===== src/rtl/equiv_sequencer.sv =====
// Equivalence-run sequencer: drives LFSR stimulus to two units, waits a settle time,
// compares their outputs and records the mismatch count and first failing vector.
module equiv_sequencer #(
    parameter int          IN_W        = 4,
    parameter int          OUT_W       = 2,
    parameter int          NUM_VECTORS = 20,
    parameter int          SETTLE      = 1,
    parameter logic [15:0] SEED        = 16'hACE1
) (
    input  logic                               clk,
    input  logic                               rst_n,
    input  logic                               start,
    input  logic                               abort,
    output logic [IN_W-1:0]                    vec_out,
    input  logic [OUT_W-1:0]                   out_s,
    input  logic [OUT_W-1:0]                   out_b,
    output logic                               busy,
    output logic                               done,
    output logic                               pass,
    output logic [$clog2(NUM_VECTORS+1)-1:0]   mismatch_count,
    output logic                               first_fail_valid,
    output logic [IN_W-1:0]                    first_fail_vec
);

    localparam int          MW       = $clog2(NUM_VECTORS + 1);
    localparam int          IW       = (NUM_VECTORS > 1) ? $clog2(NUM_VECTORS) : 1;
    localparam int          SW       = (SETTLE > 1) ? $clog2(SETTLE) : 1;
    localparam logic [15:0] SEED_EFF = (SEED == 16'h0000) ? 16'hACE1 : SEED;

    typedef enum logic [2:0] {
        S_IDLE,
        S_APPLY,
        S_WAIT,
        S_COMPARE,
        S_DONE
    } state_t;

    state_t          state, state_nxt;
    logic [15:0]     lfsr;
    logic [IW-1:0]   vec_idx;
    logic [SW-1:0]   settle_cnt;
    logic            last_vec;
    logic            settle_end;
    logic            mismatch;

    function automatic logic [15:0] lfsr_step(input logic [15:0] v);
        return {v[14:0], v[15] ^ v[13] ^ v[12] ^ v[10]};
    endfunction

    assign last_vec   = (vec_idx == IW'(NUM_VECTORS - 1));
    assign settle_end = (settle_cnt == SW'(SETTLE - 1));
    assign mismatch   = (out_s != out_b);

    always_ff @(posedge clk or negedge rst_n) begin
        if (!rst_n) state <= S_IDLE;
        else        state <= state_nxt;
    end

    always_comb begin
        state_nxt = state;
        case (state)
            S_IDLE:    if (start) state_nxt = S_APPLY;
            S_APPLY: begin
                if (abort)           state_nxt = S_IDLE;
                else if (SETTLE > 0) state_nxt = S_WAIT;
                else                 state_nxt = S_COMPARE;
            end
            S_WAIT: begin
                if (abort)           state_nxt = S_IDLE;
                else if (settle_end) state_nxt = S_COMPARE;
            end
            S_COMPARE: begin
                if (abort)         state_nxt = S_IDLE;
                else if (last_vec) state_nxt = S_DONE;
                else               state_nxt = S_APPLY;
            end
            S_DONE:    state_nxt = S_IDLE;
            default:   state_nxt = S_IDLE;
        endcase
    end

    always_comb begin
        busy = (state == S_APPLY) || (state == S_WAIT) || (state == S_COMPARE);
        done = (state == S_DONE);
    end

    // vec_out is loaded on the edge that enters APPLY; the LFSR steps on that same edge,
    // so vector 0 is the seed itself and vector k is the k-th successor state.
    always_ff @(posedge clk or negedge rst_n) begin
        if (!rst_n) begin
            lfsr             <= SEED_EFF;
            vec_out          <= '0;
            vec_idx          <= '0;
            settle_cnt       <= '0;
            mismatch_count   <= '0;
            first_fail_valid <= 1'b0;
            first_fail_vec   <= '0;
            pass             <= 1'b0;
        end else begin
            case (state)
                S_IDLE: begin
                    if (start) begin
                        lfsr             <= lfsr_step(SEED_EFF);
                        vec_out          <= SEED_EFF[IN_W-1:0];
                        vec_idx          <= '0;
                        settle_cnt       <= '0;
                        mismatch_count   <= '0;
                        first_fail_valid <= 1'b0;
                        first_fail_vec   <= '0;
                        pass             <= 1'b0;
                    end
                end
                S_APPLY: settle_cnt <= '0;
                S_WAIT: begin
                    if (!abort) settle_cnt <= settle_cnt + 1'b1;
                end
                S_COMPARE: begin
                    if (!abort) begin
                        if (mismatch) begin
                            mismatch_count <= mismatch_count + MW'(1);
                            if (!first_fail_valid) begin
                                first_fail_valid <= 1'b1;
                                first_fail_vec   <= vec_out;
                            end
                        end
                        vec_idx <= vec_idx + 1'b1;
                        if (!last_vec) begin
                            vec_out <= lfsr[IN_W-1:0];
                            lfsr    <= lfsr_step(lfsr);
                        end
                    end
                end
                S_DONE: pass <= (mismatch_count == '0);
                default: ;
            endcase
        end
    end

endmodule


===== config.mk =====
export PLATFORM = sky130hd
export DESIGN_NAME = equiv_sequencer
export DESIGN_NICKNAME = d
export VERILOG_FILES = /design/src/rtl/equiv_sequencer.sv
export SDC_FILE = /design/constraint.sdc
export NUM_CORES = 1
export LEC_CHECK = 0
export CORE_MARGIN = 2
export CORE_UTILIZATION = 40
export CTS_BUF_LIST = sky130_fd_sc_hd__clkbuf_4 sky130_fd_sc_hd__clkbuf_8
export DETAILED_ROUTE_END_ITERATION = 7
export PLACE_DENSITY_LB_ADDON = 0.3
export SLEW_MARGIN = 20
export SYNTH_ARGS = -nofsm -noshare
export SYNTH_HDL_FRONTEND = slang
export SYNTH_SLANG_ARGS = --single-unit
export TNS_END_PERCENT = 1

===== constraint.sdc =====
create_clock -name clk -period 2.02 [get_ports clk]
set_clock_uncertainty 0.05 [all_clocks]
set_input_delay 0.606 -clock clk [delete_from_list [all_inputs] [get_ports clk]]
set_output_delay 0.606 -clock clk [all_outputs]
set_load 0.03 [all_outputs]

# [After elaboration in Yosys (flattened, before gate mapping)]
# Cells that the tools add are included.
# W data, S select, Z words.
[word_totals] reg_bits=40 out_inout_bits=17 wordCells=75
[classes] add_sub_neg=3 n_eq_ne=13 n_mux=33 bitwise_logic=3 reduce_logical=14
[op_table] cell="$mux W16" n=3
[op_table] cell="$pmux W16 S2" n=1
[op_table] cell="$mux W4" n=7
[op_table] cell="$mux W5" n=4
[op_table] cell="$pmux W5 S2" n=2
[op_table] cell="$pmux W4 S2" n=2
[op_table] cell="$mux W3" n=5
[op_table] cell="$ne A2 B2 Y1 const B" n=6
[op_table] cell="$pmux W3 S4" n=1
[op_table] cell="$add A5 B1 Y5 const B" n=2
[op_table] cell="$reduce_and A4 Y1" n=2
[op_table] cell="$eq A3 B2 Y1 const B" n=2
[op_table] cell="$reduce_and A3 Y1" n=2
[op_table] cell="$eq A5 B5 Y1 const B" n=1
[op_table] cell="$logic_not A5 Y1" n=1
[op_table] cell="$reduce_and A5 Y1" n=1
[op_table] cell="$mux W1" n=4
[op_table] cell="$pmux W1 S2" n=2
[op_table] cell="$reduce_and A2 Y1" n=2
[op_table] cell="$reduce_bool A2 Y1" n=2
[op_table] cell="$eq A3 B1 Y1 const B" n=1
[op_table] cell="$eq A3 B3 Y1 const B" n=1
[op_table] cell="$logic_not A3 Y1" n=1
[op_table] cell="$ne A3 B3 Y1 const B" n=1
[op_table] cell="7 further kinds" n=10

# [Logic depth before layout (Yosys ltp)]
[logic_depth] word_depth=6 ltp_mapped=6 depth_no_buf=5

# [Worst setup path before layout]
# OpenSTA, ideal clock, no wires.
[synth_timing] kind="input-to-reg" from="input port out_b[0]" to="register mismatch_count[2]" setup_time_ns=0.126 arrival_ns=1.529 required_time_ns=1.844 path_slack_ns=0.315 cell_stages=5 n_path_buf=1 cell_sequence="xnor2_1 and2_1 clkbuf_1 nor2_1 a221o_1"
[synth_via] elab_chain_cells=3
[synth_rtl] element="from (decl)" line_no="16" rtl="input logic [OUT_W-1:0] out_b,"
[synth_rtl] element="$ne A2 B2 Y1" line_no="52" rtl="assign mismatch = (out_s != out_b);"
[synth_rtl] element="$ne A2 B2 Y1 (no source line)"
[synth_rtl] element="$reduce_and A4 Y1 (no source line)"
[synth_rtl] element="to (signal assigned)" line_no="120" rtl="mismatch_count <= mismatch_count + MW'(1);"
[synth_rtl] element="to (decl)" line_no="20" rtl="output logic [$clog2(NUM_VECTORS+1)-1:0] mismatch_count,"
# No other way between the ends.
# A chain may end at the register's enable or synchronous reset.

# [Worst setup path after layout]
[layout_timing] from="register pass" to="output port pass"
[layout_lines] element="from (decl)" line_no="19" rtl="output logic pass,"
[layout_lines] element="from (signal assigned)" line_no="133" rtl="S_DONE: pass <= (mismatch_count == '0);"
# No word-level cell between the ends.

==> flow_summary.toml <==
[outcome]
status = "complete, no violations"

[grt]
grt_max_degree = 37
grt_pass1_wl_mm = 6.40
grt_usage_pct = 16.3
grt_pass1_vias = 1382
grt_overflow = 0
antenna_found_initial = 0

[detailed_routing]
drt-initial-drc-count = 132
viasPerCell = 5.29
drt_pass1_iterations = 4
vias = 1428
wl_mm = 3.58
final_antenna_net_count = 0
route.detailed.drc = 0
wl_per_cell_microns = 13.2

[worst_setup_path]
path_cells = "clkdlybuf4s50_1"
cpMaxStageDelayCell = "clkdlybuf4s50_1"
reg2reg_depth = 5
path_max_fanout = 2
worstSetupStartpointType = "flop"
cpPeakStageDelay_ps = 670
endpoint_kind = "output pin"
r2r_start = "state[0]"
worstPathRequired_ps = 1360
r2r_end = "mismatch_count[2]"
crit_buf_inv = 1
cp_top_family = "buffers and inverters"
crit_arrival_ps = 1320
regToRegSetupSlack_ps = 310
worstSetupPathType = "reg -> out"

[clocking]
ctsRootBufferMaster = "clkbuf_8"
clk_path_buf_depth = 2
cts_tree = "yes"
cts_buffers = 5
h-tree-depth = 2
cts_hold_buf = 0
cts.sinks = 36
path_clk_slew_ps = 80
cts_setup_buffers = 0
cts_resized = 8
clock_latency_ps = 290

[sta]
worst_hold_slack_ps = 419
min_period_ps = 1970
finalCritPeriodShare_pct = 97.6
setup_ws_ps = 48.4
drv_slew = 0
setup_viol_count_final = 0
tightest_slew_ps = 389
fmax_ghz = 0.507
slew_headroom_pct = 74.1
tns_ps = 0
rsz0062_at_grt = "false"
hold_viol = 0

[cells_and_area]
antenna-diode-count = 0
fill_cells = 395
syn2layout_area_growth_pct = 27.8
nets = 228
fin_area_sq_um = 2290
final_core_util_pct = 52.9
drive_above_1_share_pct = 19.7
stdcell_count = 270

[power]
p_int_mw = 1.74
p_seq_share_pct = 39.5
vdd_drop_max_v = 0.000531
p_sw_share_pct = 36.1
combPwrFrac_pct = 37.2
power.leakage_nw = 1.10
netSwitchingPower_mw = 0.985
share_clk_of_total_power_pct = 23.4
p_per_area_nw_per_um2 = 1190
p_total_mw = 2.73

[synthesis]
synth_fp_nets = 192
ys_types = 44
ys_ff_latch = 36
yosys_warnings = 0
synth_edf_count = 0
synthesis.area_sq_um = 1790
synthCells = 181
yosysSeqAreaShare_pct = 50.9
postSynth.asyncResetShare_pct = 100
postSynth.topFlopCell = "dfrtp_1"
synth.avg_cell_area_sq_um = 9.89

[min_path]
hold_path_class = "reg -> reg"
whs_endpoint = "lfsr[0]"
whs_path_depth = 2
min-delay-start = "lfsr[0]"

[placed_design]
gp_congestion = 0.768
place_area_sq_um = 2170
place_ws_ps = -96.4
dp.cells = 262
dp_hpwl_mm = 2.49
portBuffers = 24

[floorplanning]
ios = 25
num_rows = 24
die_y_microns = 70.9
dieArea_sq_um = 5030
initial_core_util_pct = 41.4
coreArea_sq_um = 4320
die_x_microns = 70.9

[flow_run]
maxCapViolCount = 0
cells in the mapped netlist, types with 2 or more instances:
cell type   n  area share [%]
a21oi_1     3            0.84
and2_1      2            0.70
nand2_1    28             5.9
buf_2       7             2.0
a22o_1      7             3.4
o22ai_1     2            0.70
dfstp_2     8              12
inv_1       2            0.42
ha_1        3             2.1
buf_4       5             2.1
o21ai_0     7             2.0
nor3b_1     3             1.3
nand4_1     3             1.0
xor2_1      4             2.0
xnor2_1     5             2.4
o211ai_1    2            0.84
clkbuf_1    2            0.42
nand3_1     3            0.84
dfrtp_1    28              39
o21ai_1    14             3.9
nor3_1      3            0.84
nor2_1     17             3.6
nor4b_1     2            0.98
registers in the layout, indices dropped and copies added (netlist names):
register,cells
first_fail_vec,4
state,3
first_fail_valid,1
settle_cnt,1
mismatch_count,5
vec_idx,5
lfsr,13
vec_out,3
pass,1
cells by family (layout without fill, tap and decap cells):
family,after synthesis,count (layout),synth area share (%)
adders and majority gates,3,3,2.10
DFF,36,36,50.9
buffers and inverters,17,54,5.52
xor gates and xnor gates,9,9,4.40
and+or+nand+nor,72,72,21.0
AOI/OAI and AO/OA,44,44,16.1
placed cells by master, fill, tap and decap left out, types with 4 or more instances in the layout:
| master | netlist | layout |
|---|---|---|
| buf_4 | 5 | 20 |
| xnor2_1 | 5 | 5 |
| clkdlybuf4s50_1 | 0 | 10 |
| nand2_1 | 28 | 28 |
| dlymetal6s2s_1 | 0 | 4 |
| a22o_1 | 7 | 7 |
| dfstp_2 | 8 | 8 |
| nor2_1 | 17 | 16 |
| dfrtp_1 | 28 | 28 |
| o21ai_1 | 14 | 14 |
| clkbuf_8 | 0 | 5 |
| dlygate4sd2_1 | 0 | 8 |
| xor2_1 | 4 | 4 |
| o21ai_0 | 7 | 7 |
power groups by stage:
stage | logic (mW) | registers (mW) | clock network [mW]
finish | 1.01 | 1.08 | 0.638
floorplan | 0.680 | 1.10 | 0
CTS | 1.02 | 1.08 | 0.659
detailed placement | 1.05 | 1.09 | 0
global placement | 1.02 | 1.09 | 0
global route | 1.13 | 1.10 | 0.695
worst max path at each step:
stage / startpoint / end / slack [ps] / depth (start not counted)
6_report: pass / pass / 50 / 1
5_1_grt: pass / pass / 0.6 / 1
4_1_cts: first_fail_vec[1] / first_fail_vec[1] / 20 / 1
3_5_place_dp: abort / lfsr[7] / -100 / 6
3_3_place_gp: start / mismatch_count[2] / -80 / 5
2_1_floorplan: out_b[0] / mismatch_count[2] / 310 / 5
layout make-up:
cell class	count	area (sq um)	share of cell area, %
clock buffer	5	68.8	3.01
inverter	2	7.51	0.328
timing repair buffer	44	410	17.9
clock inverter	3	42.5	1.86
tap	52	65.1	2.84
sequential	36	911	39.8
multi-input combinational	128	783	34.2
routing by layer:
metal	vias to the layer above	wire length [microns]	global-route usage, %
li1	701	-	-
met4	0	53	7.34
met3	4	207	5.13
met1	687	1750	22.3
met2	36	1560	23.7
met5	-	0	0
Note: power is estimated with default switching activity, not from simulation.
